[src/rtl/mem_access_if.sv]
// -----------------------------------------------------------------------------
// mem_access_if
// Data-port bundle between the memory-access stage and the data memory.
// The request is held stable by the master until the slave returns DATA_ACK.
//
//   DATA_REQ     master -> slave  access request
//   DATA_WREN    master -> slave  write qualifier for DATA_REQ
//   DATA_ADDR    master -> slave  byte address
//   DATA_STRB    master -> slave  write byte strobes (one per lane)
//   DATA_WDATA   master -> slave  pre-aligned write data
//   DATA_ACK     slave  -> master completes the outstanding request
//   DATA_RDDATA  slave  -> master read data, valid in the DATA_ACK cycle
// -----------------------------------------------------------------------------
interface mem_access_if #(
    parameter int XLEN = 32
) ();
    logic                DATA_REQ;
    logic                DATA_WREN;
    logic [XLEN-1:0]     DATA_ADDR;
    logic [XLEN/8-1:0]   DATA_STRB;
    logic [XLEN-1:0]     DATA_WDATA;
    logic                DATA_ACK;
    logic [XLEN-1:0]     DATA_RDDATA;

    modport master (
        output DATA_REQ, DATA_WREN, DATA_ADDR, DATA_STRB, DATA_WDATA,
        input  DATA_ACK, DATA_RDDATA
    );

    modport slave (
        input  DATA_REQ, DATA_WREN, DATA_ADDR, DATA_STRB, DATA_WDATA,
        output DATA_ACK, DATA_RDDATA
    );
endinterface

[src/rtl/mem_access.sv]
// -----------------------------------------------------------------------------
// mem_access
// Memory-access stage of the RV pipeline (between ALU and write-back).
// Latches the ALU-stage result, runs loads/stores over a variable-latency
// request/acknowledge data port and holds upstream (BUSY) while an access is
// outstanding. Load data is lane-aligned by the address offset, then
// size/sign extracted.
//
// Parameters: XLEN (32 or 64); LANES and OFS_W are derived.
// Ports:
//   CLK, RSTN            clock, synchronous active-low reset
//   STALL, FLUSH         downstream hold, squash stage contents
//   BUSY                 upstream hold, high while a request is outstanding
//   DO_JMP, NEW_PC       registered jump request (gated by stage valid)
//   A_*                  ALU-stage inputs (PC, inst, result, load/store ctrl)
//   dbus                 data-memory port (mem_access_if.master)
//   M_*                  results toward write-back, incl. M_EXC/M_EXC_CAUSE
//
// Optional feature: define MEM_ACCESS_MISALIGN_TRAP_EN to trap misaligned
// half/word/dword accesses (cause 4 load, 6 store) instead of issuing them.
// -----------------------------------------------------------------------------
module mem_access #(
    parameter  int XLEN  = 32,
    localparam int LANES = XLEN / 8,
    localparam int OFS_W = $clog2(LANES)
) (
    input  logic              CLK,
    input  logic              RSTN,
    input  logic              STALL,
    input  logic              FLUSH,
    output logic              BUSY,
    output logic              DO_JMP,
    output logic [XLEN-1:0]   NEW_PC,
    input  logic [XLEN-1:0]   A_PC,
    input  logic [31:0]       A_INST,
    input  logic [XLEN-1:0]   A_NEW_PC,
    input  logic              A_VALID,
    input  logic              A_DO_JMP,
    input  logic [4:0]        A_REG_D,
    input  logic [XLEN-1:0]   A_REG_D_V,
    input  logic              A_LOAD_RDEN,
    input  logic              A_LOAD_SIGNED,
    input  logic [1:0]        A_LOAD_SIZE,
    input  logic [XLEN-1:0]   A_MEM_ADDR,
    input  logic              A_STORE_WREN,
    input  logic [LANES-1:0]  A_STORE_STRB,
    input  logic [XLEN-1:0]   A_STORE_DATA,
    mem_access_if.master      dbus,
    output logic [XLEN-1:0]   M_PC,
    output logic [31:0]       M_INST,
    output logic              M_VALID,
    output logic [4:0]        M_REG_D,
    output logic [XLEN-1:0]   M_REG_D_V,
    output logic              M_EXC,
    output logic [3:0]        M_EXC_CAUSE
);

    typedef enum logic {IDLE, REQ} state_t;

    state_t state, state_nxt;

    logic             valid_p1, do_jmp_p1, load_p1, sign_p1, store_p1;
    logic             kill_p1, ld_done_p1;
    logic [XLEN-1:0]  pc_p1, new_pc_p1, reg_d_v_p1, addr_p1, wdata_p1, ld_res_p1;
    logic [31:0]      inst_p1;
    logic [4:0]       reg_d_p1;
    logic [1:0]       size_p1;
    logic [LANES-1:0] strb_p1;
    logic             trap_a;

    // Keep the low 'width' bits of an already lane-shifted word and fill the
    // rest with the sign bit (signed) or zero. Dword only exists for XLEN=64.
    function automatic logic [XLEN-1:0] extract(input logic [XLEN-1:0] d,
                                                input logic [1:0]      sz,
                                                input logic            sgn);
        int              width;
        logic            ext;
        logic [XLEN-1:0] r;
        case (sz)
            2'b00:   width = 8;
            2'b01:   width = 16;
            2'b10:   width = 32;
            default: width = (XLEN == 64) ? 64 : 32;
        endcase
        ext = sgn && d[width-1];
        for (int i = 0; i < XLEN; i++)
            r[i] = (i < width) ? d[i] : ext;
        return r;
    endfunction

`ifdef MEM_ACCESS_MISALIGN_TRAP_EN
    logic       exc_p1;
    logic [3:0] cause_p1;

    function automatic logic misaligned(input logic [2:0] a, input logic [1:0] sz);
        case (sz)
            2'b01:   return a[0];
            2'b10:   return a[1:0] != 2'b00;
            2'b11:   return (XLEN == 64) ? (a != 3'b000) : (a[1:0] != 2'b00);
            default: return 1'b0;
        endcase
    endfunction

    assign trap_a = A_VALID && (A_LOAD_RDEN || A_STORE_WREN) &&
                    misaligned(A_MEM_ADDR[2:0], A_LOAD_SIZE);
`else
    assign trap_a = 1'b0;
`endif

    // ---- state register ----
    always_ff @(posedge CLK) begin
        if (!RSTN) state <= IDLE;
        else       state <= state_nxt;
    end

    always_comb begin
        state_nxt = state;
        case (state)
            IDLE: if (!STALL && !FLUSH && A_VALID && (A_LOAD_RDEN || A_STORE_WREN) && !trap_a)
                      state_nxt = REQ;
            REQ:  if (dbus.DATA_ACK)
                      state_nxt = IDLE;
            default: state_nxt = IDLE;
        endcase
    end

    // ---- ALU stage -> p1 stage registers ----
    always_ff @(posedge CLK) begin
        if (!RSTN) begin
            valid_p1   <= 1'b0;  do_jmp_p1 <= 1'b0;  load_p1  <= 1'b0;
            sign_p1    <= 1'b0;  store_p1  <= 1'b0;  kill_p1  <= 1'b0;
            ld_done_p1 <= 1'b0;  pc_p1     <= '0;    new_pc_p1 <= '0;
            reg_d_v_p1 <= '0;    addr_p1   <= '0;    wdata_p1 <= '0;
            ld_res_p1  <= '0;    inst_p1   <= '0;    reg_d_p1 <= '0;
            size_p1    <= '0;    strb_p1   <= '0;
`ifdef MEM_ACCESS_MISALIGN_TRAP_EN
            exc_p1     <= 1'b0;  cause_p1  <= '0;
`endif
        end else if (state == REQ) begin
            // A flush cannot abort the handshake; remember it and drop the
            // stage valid bit once the memory has acknowledged.
            if (FLUSH) kill_p1 <= 1'b1;
            if (dbus.DATA_ACK) begin
                if (load_p1) begin
                    ld_res_p1  <= extract(dbus.DATA_RDDATA >> {addr_p1[OFS_W-1:0], 3'b000},
                                          size_p1, sign_p1);
                    ld_done_p1 <= 1'b1;
                end
                if (kill_p1 || FLUSH) valid_p1 <= 1'b0;
                kill_p1 <= 1'b0;
            end
        end else if (!STALL) begin
            if (FLUSH) begin
                valid_p1   <= 1'b0;
                ld_done_p1 <= 1'b0;
`ifdef MEM_ACCESS_MISALIGN_TRAP_EN
                exc_p1     <= 1'b0;
                cause_p1   <= '0;
`endif
            end else begin
                valid_p1   <= A_VALID;
                do_jmp_p1  <= A_DO_JMP;
                pc_p1      <= A_PC;
                inst_p1    <= A_INST;
                new_pc_p1  <= A_NEW_PC;
                reg_d_p1   <= A_REG_D;
                reg_d_v_p1 <= A_REG_D_V;
                load_p1    <= A_LOAD_RDEN;
                sign_p1    <= A_LOAD_SIGNED;
                size_p1    <= A_LOAD_SIZE;
                addr_p1    <= A_MEM_ADDR;
                store_p1   <= A_STORE_WREN;
                strb_p1    <= A_STORE_STRB;
                wdata_p1   <= A_STORE_DATA;
                kill_p1    <= 1'b0;
                ld_done_p1 <= 1'b0;
`ifdef MEM_ACCESS_MISALIGN_TRAP_EN
                exc_p1     <= trap_a;
                cause_p1   <= trap_a ? (A_STORE_WREN ? 4'd6 : 4'd4) : 4'd0;
`endif
            end
        end
    end

    // ---- p1 stage -> outputs ----
    assign BUSY            = (state == REQ);
    assign dbus.DATA_REQ   = (state == REQ);
    assign dbus.DATA_WREN  = (state == REQ) && store_p1;
    assign dbus.DATA_ADDR  = addr_p1;
    assign dbus.DATA_STRB  = strb_p1;
    assign dbus.DATA_WDATA = wdata_p1;

    assign DO_JMP    = do_jmp_p1 && valid_p1;
    assign NEW_PC    = new_pc_p1;
    assign M_PC      = pc_p1;
    assign M_INST    = inst_p1;
    assign M_VALID   = valid_p1 && (state == IDLE);
    assign M_REG_D_V = ld_done_p1 ? ld_res_p1 : reg_d_v_p1;

`ifdef MEM_ACCESS_MISALIGN_TRAP_EN
    assign M_REG_D     = exc_p1 ? 5'd0 : reg_d_p1;
    assign M_EXC       = exc_p1;
    assign M_EXC_CAUSE = cause_p1;
`else
    assign M_REG_D     = reg_d_p1;
    assign M_EXC       = 1'b0;
    assign M_EXC_CAUSE = 4'd0;
`endif

endmodule

[src/flat_wrapper.sv]
// flat-port wrapper written by rule: the top's interface ports become plain ports
module mem_access_flat 
#(
    parameter  int XLEN  = 32,
    localparam int LANES = XLEN / 8,
    localparam int OFS_W = $clog2(LANES)
)
  (CLK, RSTN, STALL, FLUSH, BUSY, DO_JMP, NEW_PC, A_PC, A_INST, A_NEW_PC, A_VALID, A_DO_JMP, A_REG_D, A_REG_D_V, A_LOAD_RDEN, A_LOAD_SIGNED, A_LOAD_SIZE, A_MEM_ADDR, A_STORE_WREN, A_STORE_STRB, A_STORE_DATA, M_PC, M_INST, M_VALID, M_REG_D, M_REG_D_V, M_EXC, M_EXC_CAUSE, dbus_DATA_REQ, dbus_DATA_WREN, dbus_DATA_ADDR, dbus_DATA_STRB, dbus_DATA_WDATA, dbus_DATA_ACK, dbus_DATA_RDDATA);
  mem_access_if #(.XLEN(XLEN)) dbus_i ();
  input  logic CLK;
  input  logic RSTN;
  input  logic STALL;
  input  logic FLUSH;
  output logic BUSY;
  output logic DO_JMP;
  output logic [XLEN-1:0] NEW_PC;
  input  logic [XLEN-1:0] A_PC;
  input  logic [31:0] A_INST;
  input  logic [XLEN-1:0] A_NEW_PC;
  input  logic A_VALID;
  input  logic A_DO_JMP;
  input  logic [4:0] A_REG_D;
  input  logic [XLEN-1:0] A_REG_D_V;
  input  logic A_LOAD_RDEN;
  input  logic A_LOAD_SIGNED;
  input  logic [1:0] A_LOAD_SIZE;
  input  logic [XLEN-1:0] A_MEM_ADDR;
  input  logic A_STORE_WREN;
  input  logic [LANES-1:0] A_STORE_STRB;
  input  logic [XLEN-1:0] A_STORE_DATA;
  output logic [XLEN-1:0] M_PC;
  output logic [31:0] M_INST;
  output logic M_VALID;
  output logic [4:0] M_REG_D;
  output logic [XLEN-1:0] M_REG_D_V;
  output logic M_EXC;
  output logic [3:0] M_EXC_CAUSE;
  output wire logic [$bits(dbus_i.DATA_REQ)-1:0] dbus_DATA_REQ;
  output wire logic [$bits(dbus_i.DATA_WREN)-1:0] dbus_DATA_WREN;
  output wire logic [$bits(dbus_i.DATA_ADDR)-1:0] dbus_DATA_ADDR;
  output wire logic [$bits(dbus_i.DATA_STRB)-1:0] dbus_DATA_STRB;
  output wire logic [$bits(dbus_i.DATA_WDATA)-1:0] dbus_DATA_WDATA;
  input wire logic [$bits(dbus_i.DATA_ACK)-1:0] dbus_DATA_ACK;
  input wire logic [$bits(dbus_i.DATA_RDDATA)-1:0] dbus_DATA_RDDATA;
  assign dbus_DATA_REQ = dbus_i.DATA_REQ;
  assign dbus_DATA_WREN = dbus_i.DATA_WREN;
  assign dbus_DATA_ADDR = dbus_i.DATA_ADDR;
  assign dbus_DATA_STRB = dbus_i.DATA_STRB;
  assign dbus_DATA_WDATA = dbus_i.DATA_WDATA;
  assign dbus_i.DATA_ACK = dbus_DATA_ACK;
  assign dbus_i.DATA_RDDATA = dbus_DATA_RDDATA;
  mem_access #(.XLEN(XLEN)) u_core (.CLK(CLK), .RSTN(RSTN), .STALL(STALL), .FLUSH(FLUSH), .BUSY(BUSY), .DO_JMP(DO_JMP), .NEW_PC(NEW_PC), .A_PC(A_PC), .A_INST(A_INST), .A_NEW_PC(A_NEW_PC), .A_VALID(A_VALID), .A_DO_JMP(A_DO_JMP), .A_REG_D(A_REG_D), .A_REG_D_V(A_REG_D_V), .A_LOAD_RDEN(A_LOAD_RDEN), .A_LOAD_SIGNED(A_LOAD_SIGNED), .A_LOAD_SIZE(A_LOAD_SIZE), .A_MEM_ADDR(A_MEM_ADDR), .A_STORE_WREN(A_STORE_WREN), .A_STORE_STRB(A_STORE_STRB), .A_STORE_DATA(A_STORE_DATA), .dbus(dbus_i), .M_PC(M_PC), .M_INST(M_INST), .M_VALID(M_VALID), .M_REG_D(M_REG_D), .M_REG_D_V(M_REG_D_V), .M_EXC(M_EXC), .M_EXC_CAUSE(M_EXC_CAUSE));
endmodule
[config.mk]
export PLATFORM = sky130hd
export DESIGN_NAME = mem_access_flat
export DESIGN_NICKNAME = d
export VERILOG_FILES = /design/src/rtl/mem_access_if.sv /design/src/rtl/mem_access.sv /design/src/flat_wrapper.sv
export SDC_FILE = /design/constraint.sdc
export NUM_CORES = 1
export LEC_CHECK = 0
export CAP_MARGIN = 20
export CORE_AREA = 2 2 177 179
export CTS_CLUSTER_DIAMETER = 200
export DETAILED_ROUTE_END_ITERATION = 10
export DIE_AREA = 0 0 179 181
export PLACE_DENSITY_LB_ADDON = 0.2
export SKIP_LAST_GASP = 1
export SLEW_MARGIN = 20
export SYNTH_ARGS = -nofsm -noshare
export SYNTH_HDL_FRONTEND = slang
export SYNTH_SLANG_ARGS = --single-unit
export TNS_END_PERCENT = 1
[constraint.sdc]
create_clock -name CLK -period 3.3 [get_ports CLK]
set_clock_uncertainty 0.15 [all_clocks]
set_input_delay 0.495 -clock CLK [delete_from_list [all_inputs] [get_ports CLK]]
set_output_delay 0.495 -clock CLK [all_outputs]
set_load 0.005 [all_outputs]
==> Yosys cells after proc, flatten, opt, wreduce, memory -nomap -nowiden <==
Index checks and enable logic that the tools add are counted.
{ "word_totals": {"ff_bits": 243, "input_bits": 245} }
{ "classes": {"bitwise": 3, "shift": 1, "reduce_logical": 17, "n_eq_ne": 7, "order_cmp": 33, "n_addsub": 1, "n_mux": 58} }
{ "op_table": {"columns": ["cell", "n"], "rows": [
  ["$lt 6x32->1 const A", 16],
  ["$lt 5x32->1 const A", 8],
  ["$mux 32", 5],
  ["$lt 4x32->1 const A", 4],
  ["$lt 3x32->1 const A", 2],
  ["$mux 1", 50],
  ["$lt 1x32->1 const A", 1],
  ["$lt 2x32->1 const A", 1],
  ["$lt 32x7->1 const B", 1],
  ["$shr 32x5->32", 1],
  ["$sub 32x2->32 const B", 1],
  ["$reduce_and 3->1", 5],
  ["$pmux 6 s2", 1],
  ["$logic_and 1x1->1", 7],
  ["$ne 2x2->1 const B", 3],
  ["$bmux 1 s5", 1],
  ["$ne 2x1->1 const B", 2],
  ["$ne 3x3->1 const B", 1],
  ["$not 1->1", 3],
  ["$eq 2x1->1 const B", 1],
  ["$logic_not 1->1", 2],
  ["$logic_not 2->1", 1],
  ["$logic_or 1x1->1", 2],
  ["$pmux 1 s2", 1]
]} }

==> Depth between registers and ports, before layout <==
Gate-level depths: netlist (run 1).
{ "logic_depth": {"depth_word": 12, "depth_mapped": 8} }

==> Worst setup path after synthesis (run 1) <==
Ideal clock, no wire load.
{ "synth_path": {"path_type": "reg-to-reg", "startpoint": "reg u_core.size_p1[1]", "endpoint": "reg u_core.ld_res_p1[10]", "t_arrival_ns": 2.002, "setup_slack_ns": 1.015, "required_time_ns": 3.017, "synth_period_minus_slack_ns": 2.285, "path_stages_with_launch": 9, "path_buffers": 1, "path_cell_list": "dfxtp_1 nor2_2 buf_2 inv_1 ha_1 a31oi_1 a21oi_4 o31ai_2 nor2_1"} }
{ "synth_between": {"elab_chain_cells": 12, "word_cells_on_any_way": 14, "cone_classes": "1 x add/sub; 1 x order compare; 1 x eq/ne; 9 x mux; 2 x reduce/logical"} }
{ "synth_lines": {"columns": ["element", "line", "text"], "rows": [
  ["from (decl)", "mem_access.sv:67", "logic [1:0] size_p1;"],
  ["from (signal assigned)", "mem_access.sv:135", "size_p1 <= '0; strb_p1 <= '0;"],
  ["from (signal assigned)", "mem_access.sv:170", "size_p1 <= A_LOAD_SIZE;"],
  ["$eq 2x1->1 / $logic_not 2->1 (equally long branches)", "mem_access.sv:79", "case (sz)"],
  ["$pmux 6 s2 (*)", "mem_access.sv:79", null],
  ["$mux 32 (*)", "mem_access.sv:144", "if (load_p1) begin"],
  ["$mux 32 (*)", "mem_access.sv:143", "if (dbus.DATA_ACK) begin"],
  ["$mux 32 (*)", "mem_access.sv:139", "end else if (state == REQ) begin"],
  ["$mux 32 (*)", "mem_access.sv:129", "if (!RSTN) begin"],
  ["$sub 32x2->32", "mem_access.sv:85", "ext = sgn && d[width-1];"],
  ["$bmux 1 s5", "mem_access.sv:85", null],
  ["$mux 1 (implied by the code) (2 in a row)", "mem_access.sv:85", null],
  ["$logic_and 1x1->1", "mem_access.sv:85", null],
  ["$mux 1 (*)", "mem_access.sv:87", "r[i] = (i < width) ? d[i] : ext;"],
  ["to (signal assigned)", "mem_access.sv:145", "ld_res_p1 <= extract(dbus.DATA_RDDATA >> {addr_p1[OFS_W-1:0], 3'b000},"],
  ["to (decl)", "mem_access.sv:64", "logic [XLEN-1:0] pc_p1, new_pc_p1, reg_d_v_p1, addr_p1, wdata_p1, ld_res_p1;"]
]} }
Every way passes the cells marked *; elsewhere a longest branch is shown, timed or not. The select of a mux whose other input is x is not followed.
A chain may end at the register's enable or synchronous reset.

==> Final worst setup path (run 1) <==
{ "layout_path": {"startpoint": "reg u_core.ld_done_p1", "endpoint": "out M_REG_D_V[15]"} }
{ "layout_between": {"elab_chain_cells": 1} }
{ "layout_lines": {"columns": ["element", "line", "text"], "rows": [
  ["from (decl)", "mem_access.sv:63", "logic kill_p1, ld_done_p1;"],
  ["from (signal assigned)", "mem_access.sv:132", "ld_done_p1 <= 1'b0; pc_p1 <= '0; new_pc_p1 <= '0;"],
  ["from (signal assigned)", "mem_access.sv:147", "ld_done_p1 <= 1'b1;"],
  ["from (signal assigned)", "mem_access.sv:155", "ld_done_p1 <= 1'b0;"],
  ["$mux 32", "mem_access.sv:198", "assign M_REG_D_V = ld_done_p1 ? ld_res_p1 : reg_d_v_p1;"],
  ["to (decl)", "flat_wrapper.sv:35", "output logic [XLEN-1:0] M_REG_D_V;"]
]} }
No other way between the ends.

==> results of run 1 <==
cells by family (layout without fill, tap and decap cells):
logic type	count (synthesis)	after routing
AOI/OAI and AO/OA	298	298
adders and majority gates	2	2
buffers and inverters	100	519
DFF	243	243
muxes	50	50
other	1	6
and+or+nand+nor	473	473
Yosys cell counts, types with 2 or more instances:
master,n
sky130_fd_sc_hd__nand2_1,423
sky130_fd_sc_hd__dfxtp_1,243
sky130_fd_sc_hd__a21oi_1,225
sky130_fd_sc_hd__clkbuf_1,45
sky130_fd_sc_hd__buf_2,42
sky130_fd_sc_hd__mux2_2,33
sky130_fd_sc_hd__nor2_1,25
sky130_fd_sc_hd__o21ai_0,19
sky130_fd_sc_hd__mux2i_1,16
sky130_fd_sc_hd__a211oi_1,15
sky130_fd_sc_hd__nor2b_1,11
sky130_fd_sc_hd__a21oi_2,8
sky130_fd_sc_hd__o221a_1,8
sky130_fd_sc_hd__a22oi_1,7
sky130_fd_sc_hd__buf_4,6
sky130_fd_sc_hd__inv_1,3
sky130_fd_sc_hd__o211ai_1,3
sky130_fd_sc_hd__a31oi_1,2
sky130_fd_sc_hd__and2_1,2
sky130_fd_sc_hd__buf_6,2
sky130_fd_sc_hd__ha_1,2
sky130_fd_sc_hd__nand2b_1,2
sky130_fd_sc_hd__nor3_1,2
layout make-up:
cell class | instances | area (um^2) | area share
flip-flops and latches | 243 | 4860 | 0.319
well taps | 396 | 495 | 0.0325
diodes | 1 | 2.50 | 0.000164
clock buffers | 38 | 798 | 0.0523
clock inverters | 11 | 219 | 0.0143
inverters | 4 | 20.0 | 0.00131
repair buffers | 466 | 4700 | 0.308
multi-input cells | 828 | 4170 | 0.273
layer usage:
layer / wire length [um] / track usage / vias up / part of all wire
met3: 2920 / 0.0587 / 72 / 0.085
met1: 13900 / 0.246 / 4321 / 0.40
met4: 1160 / 0.0654 / 2 / 0.034
met5: 13 / 0 / - / 0.00038
li1: - / - / 4662 / -
met2: 16300 / 0.337 / 358 / 0.48
critical path: cells and delay by family, from the launching register on:
| family | cells | cell delay (ps) |
|---|---|---|
| buf+inv | 2 | 790 |
| mux | 1 | 370 |
| flops | 1 | 330 |
report_power, final:
group	internal, mW	total [mW]	switching, mW	leakage [nW]
clock	2.15	3.42	1.26	0.496
sequential	3.06	3.12	0.0645	1.98
combinational	0.582	1.00	0.419	2.99
worst min path at each step:
stage	startpoint	slack (ps)	endpoint
2_1_floorplan	u_core.do_jmp_p1	280	u_core.do_jmp_p1
3_3_place_gp	u_core.do_jmp_p1	290	u_core.do_jmp_p1
3_5_place_dp	u_core.reg_d_v_p1[29]	290	u_core.reg_d_v_p1[29]
4_1_cts	u_core.reg_d_v_p1[29]	300	u_core.reg_d_v_p1[29]
5_1_grt	u_core.dbus.DATA_ADDR[9]	320	u_core.dbus.DATA_ADDR[9]
6_report	u_core.reg_d_v_p1[29]	300	u_core.reg_d_v_p1[29]
state kept, by name (all words and copies together), names as in the netlist, 2 cells and up:
signal,cells
u_core.M_INST,32
u_core.M_PC,32
u_core.M_REG_D,5
u_core.NEW_PC,32
u_core.dbus.DATA_ADDR,32
u_core.dbus.DATA_STRB,4
u_core.dbus.DATA_WDATA,32
u_core.ld_res_p1,32
u_core.reg_d_v_p1,32
u_core.size_p1,2
==> impl_metrics.json, run 1 <==
{
  "compound_gate_fraction_of_synth_area": 0.181,
  "synth_edf_count": 0,
  "leakagePower_nw": 5.47,
  "ctsRootBufferMaster": "sky130_fd_sc_hd__clkbuf_16",
  "min_period_over_period": 0.810,
  "postRouteWirelength_mm": 34.2,
  "dp.final_hpwl_mm": 24.1,
  "netlist-cell-type-count": 46,
  "cts_inserted_buffers": 28,
  "cap_viol_max_count": 0,
  "worst_hold_path.num_cells": 2,
  "status": "completed",
  "final_common_cell": "sky130_fd_sc_hd__clkdlybuf4s50_1",
  "post_synth_instance_area_um2": 9470,
  "worstSkewPairLatency_ps": 550,
  "dr.first_iter.drc_count": 539,
  "cellPowerDensity_nw_per_um2": 494,
  "post_synth.cell_area_avg_um2": 8.12,
  "floorplan.initialDensity": 0.312,
  "yosysTopAreaCellShare": 0.513,
  "die_x_um": 179,
  "hold_slack_ps": 301,
  "total_power_mw": 7.54,
  "worstSetupEndpointType": "primary output",
  "ant_nets": 0,
  "firstDrtPassIters": 4,
  "postCtsHoldBufs": 0,
  "finalCriticalPeriod_ps": 2670,
  "fin_cells": 1987,
  "finish.utilization": 0.503,
  "synth-seq-area-share": 0.513,
  "cp-startpoint": "u_core.ld_done_p1",
  "cp_data_arrival_time_ps": 2030,
  "post-route-worst-setup-slack_ps": 628,
  "floorplan.rows": 64,
  "fmaxAchievable_mhz": 374,
  "worstPathCellList": "buf_4, mux2_2, clkdlybuf4s50_1",
  "cp_capture_point": "M_REG_D_V[15]",
  "finalSetupTns_ps": 0,
  "worst_setup_slack_post_dpl_ps": 782,
  "io_pins": 456,
  "nFillCells": 2877,
  "synthTopCellsByArea": "sky130_fd_sc_hd__dfxtp_1 (51%), sky130_fd_sc_hd__nand2_1 (17%), sky130_fd_sc_hd__a21oi_1 (12%)",
  "worst-r2r-cell-count": 8,
  "post_synth_adder_cell_area": 0.00264,
  "crit_path_max_fanout": 18,
  "yosys_most_used_dff": "sky130_fd_sc_hd__dfxtp_1",
  "synthDominantAreaCellType": "sky130_fd_sc_hd__dfxtp_1",
  "critical_path.max_stage_delay_ps": 500,
  "post_route_cell_area_um2": 15300,
  "clkTransAtPathRegs_ps": 60,
  "final-setup-viol-count": 0,
  "critical_path.reg2reg.endpoint": "u_core.ld_res_p1[8]",
  "global_route_wire_length_before_repair_mm": 51.7,
  "maximum_buffer_depth_of_the_clock_tree": 3,
  "holdCritPathClass": "flip-flop to flip-flop",
  "chipHeight_um": 181,
  "first_global_vias": 8963,
  "worst_setup_path_start_kind": "flip-flop",
  "grt.total_usage": 0.201,
  "post_synth_inst_count": 1167,
  "synthMuxAreaShare": 0.0577,
  "synth_top_family_by_area": "simple AND/OR/NAND/NOR gates",
  "place.port_buffers": 450,
  "viasPerCell": 4.74,
  "globalRoute.totalOverflow": 0,
  "post_cts_resize_count": 0,
  "count_of_pins_over_their_slew_limit": 0,
  "place_area_um2": 14200,
  "timing.critical_path.required_ps": 2650,
  "layout_overhead_on_the_synthesized_area_pct": 61.2,
  "yosysWarnings": 0,
  "post_route_cells_drive_above_1_share": 0.0748,
  "post_drt_wl_per_cell_um": 17.2,
  "reg2reg_slack_ps": 860,
  "drc": 0,
  "synth_xor_area_frac": 0,
  "finalWeightedCongestion": 0.812,
  "power.ir.vdd_worst_mv": 0.350,
  "nets": 1818,
  "place_inst": 1937,
  "grt_antenna_before_repair": 1,
  "tritoncts": "done",
  "critPathSlowestCell": "sky130_fd_sc_hd__clkdlybuf4s50_1",
  "postSynth.asyncResetShare": 0,
  "synth-seq-cells": 243,
  "worst-slew-pin-transition_ps": 840,
  "reg2reg_from": "u_core.size_p1[1]",
  "cts-htree-levels": 1,
  "yosys.area_share.simple": 0.196,
  "cts_sinks": 243,
  "crit_type": "flip-flop to primary output",
  "worst_slew_margin_rel": 0.436,
  "fp.dieArea_um2": 32400,
  "post-cts-setup-buffers": 0,
  "maximum_number_of_pins_on_one_net_before_global_route_repair": 142,
  "core_area_um2": 30300,
  "finalHoldViolations": 0,
  "vias": 9415,
  "grt_setup_unrepaired": "false",
  "final_cell_mix": "sky130_fd_sc_hd__clkdlybuf4s50_1 (450), sky130_fd_sc_hd__nand2_1 (423), sky130_fd_sc_hd__dfxtp_1 (243), sky130_fd_sc_hd__a21oi_1 (225), sky130_fd_sc_hd__mux2_2 (33)"
}
Note: power is estimated with default switching activity, not from simulation.
==> inputs of run 2 (changes only) <==
--- a/config.mk
+++ b/config.mk
@@ -6,10 +6,10 @@
 export NUM_CORES = 1
 export LEC_CHECK = 0
 export CAP_MARGIN = 20
-export CORE_AREA = 2 2 177 179
+export CORE_AREA = 2 2 178 180
 export CTS_CLUSTER_DIAMETER = 200
 export DETAILED_ROUTE_END_ITERATION = 10
-export DIE_AREA = 0 0 179 181
+export DIE_AREA = 0 0 180 182
 export PLACE_DENSITY_LB_ADDON = 0.2
 export SKIP_LAST_GASP = 1
 export SLEW_MARGIN = 20
==> constraint.sdc (replaced) <==
create_clock -name CLK -period 2.4 [get_ports CLK]
set_clock_uncertainty 0.15 [all_clocks]
set_input_delay 0.36 -clock CLK [delete_from_list [all_inputs] [get_ports CLK]]
set_output_delay 0.36 -clock CLK [all_outputs]
set_load 0.005 [all_outputs]
==> impl_metrics.json, run 2 (synthesis gave the netlist of run 1 again) <==
{
  "power.ir.vdd_worst_mv": 0.466,
  "final_cell_mix": "sky130_fd_sc_hd__clkdlybuf4s50_1 (448), sky130_fd_sc_hd__nand2_1 (423), sky130_fd_sc_hd__dfxtp_1 (242), sky130_fd_sc_hd__a21oi_1 (225), sky130_fd_sc_hd__mux2_2 (33)",
  "post_drt_wl_per_cell_um": 16.8,
  "crit_path_max_fanout": 16,
  "worstSkewPairLatency_ps": 550,
  "crit_type": "flip-flop to primary output",
  "final-setup-viol-count": 30,
  "status": "finished with violations",
  "post-route-worst-setup-slack_ps": -68.4,
  "place_area_um2": 14500,
  "nFillCells": 2986,
  "leakagePower_nw": 5.55,
  "cp_data_arrival_time_ps": 1960,
  "cts-htree-levels": 1,
  "final_common_cell": "sky130_fd_sc_hd__clkdlybuf4s50_1",
  "tritoncts": "done",
  "drc": 0,
  "maximum_number_of_pins_on_one_net_before_global_route_repair": 154,
  "core_area_um2": 31000,
  "finalWeightedCongestion": 0.817,
  "min_period_over_period": 1.03,
  "firstDrtPassIters": 5,
  "hold_slack_ps": 204,
  "worst_slew_margin_rel": 0.498,
  "die_x_um": 180,
  "total_power_mw": 9.84,
  "grt.total_usage": 0.196,
  "ctsRootBufferMaster": "sky130_fd_sc_hd__clkbuf_16",
  "layout_overhead_on_the_synthesized_area_pct": 62.5,
  "count_of_pins_over_their_slew_limit": 0,
  "postCtsHoldBufs": 0,
  "post_route_cell_area_um2": 15400,
  "worst-slew-pin-transition_ps": 753,
  "failed_checks": "negative setup slack",
  "worstPathCellList": "buf_12, mux2_2, clkdlybuf4s50_1",
  "worst_setup_path_start_kind": "flip-flop",
  "finalHoldViolations": 0,
  "grt_setup_unrepaired": "true",
  "floorplan.rows": 65,
  "finalSetupTns_ps": -986,
  "nets": 1835,
  "viasPerCell": 4.66,
  "cts_inserted_buffers": 28,
  "grt_antenna_before_repair": 1,
  "critPathSlowestCell": "sky130_fd_sc_hd__clkdlybuf4s50_1",
  "chipHeight_um": 182,
  "finalCriticalPeriod_ps": 2470,
  "global_route_wire_length_before_repair_mm": 51.7,
  "dr.first_iter.drc_count": 498,
  "vias": 9353,
  "ant_nets": 0,
  "floorplan.initialDensity": 0.306,
  "cap_viol_max_count": 0,
  "first_global_vias": 9061,
  "io_pins": 456,
  "insertedDiodeCount": 0,
  "worstSetupEndpointType": "primary output",
  "timing.critical_path.required_ps": 1890,
  "fp.dieArea_um2": 32800,
  "reg2reg_slack_ps": 170,
  "dp.final_hpwl_mm": 24.2,
  "globalRoute.totalOverflow": 0,
  "cts_sinks": 243,
  "place.port_buffers": 450,
  "postRouteWirelength_mm": 33.8,
  "fmaxAchievable_mhz": 405,
  "holdCritPathClass": "input pin to flip-flop",
  "critical_path.max_stage_delay_ps": 480,
  "maximum_buffer_depth_of_the_clock_tree": 3,
  "clkTransAtPathRegs_ps": 60,
  "finish.utilization": 0.497,
  "post_route_cells_drive_above_1_share": 0.0841,
  "cellPowerDensity_nw_per_um2": 639
}
==> run 2: changes by cell type in the layout (fill, tap and decap cells not counted), moves of 2 or more <==
cell	change
sky130_fd_sc_hd__buf_12	+7
sky130_fd_sc_hd__buf_4	+9
sky130_fd_sc_hd__bufinv_16	-5
sky130_fd_sc_hd__clkdlybuf4s50_1	-2
sky130_fd_sc_hd__clkinv_2	+2
==> run 2: per-stage QoR <==
stage	std cells	setup WS, ps
final	2008	-68.4
after global routing	2008	-112
after CTS	2008	-98.6
after detailed placement	1959	43.0
after global placement	1959	117
after floorplan	1171	115
==> run 2: worst max-delay path, delay by kind of cell, from the launching register on <==
kind	cells	cell delay (ps)
buf+inv	2	660
mux	1	340
flops	1	400
==> run 2: area by class of cell <==
cell class | count | area [um^2] | share of cell area
Timing Repair Buffer | 483 | 4940 | 0.321
Sequential cell | 243 | 4870 | 0.316
Multi-Input combinational cell | 828 | 4170 | 0.271
Clock buffer | 40 | 816 | 0.0530
Tap cell | 402 | 503 | 0.0327
Clock inverter | 8 | 78.8 | 0.00512
Inverter | 4 | 20.0 | 0.00130
==> run 2: worst paths after layout <==
kind,startpoint,endpoint,depth (start not counted)
setup / recovery,u_core.ld_done_p1,M_REG_D_V[25],3
hold / removal,A_INST[13],u_core.M_INST[13],3
setup reg to reg,u_core.size_p1[1],u_core.ld_res_p1[12],7
hold reg to reg,u_core.dbus.DATA_WDATA[25],u_core.dbus.DATA_WDATA[25],2
==> run 2: where the power goes <==
part,switching [mW],internal (mW),total (mW)
combinational,0.579,0.832,1.41
clock,1.69,2.45,4.14
sequential,0.0863,4.20,4.29
==> run 2: timing repair <==
item | in CTS | in global routing
buffers inserted | 0 | 0
gates cloned | 1 | 0
setup endpoints to repair | 34 | 42
gates resized for setup | 4 | 1
==> run 2: per-layer routing <==
metal,up-vias,track usage,share of wire,wire [um]
met5,-,0,0.00039,13
met2,361,0.330,0.47,15900
met1,4231,0.236,0.41,13900
met4,2,0.0702,0.036,1230
met3,71,0.0608,0.081,2720
li1,4688,-,-,-
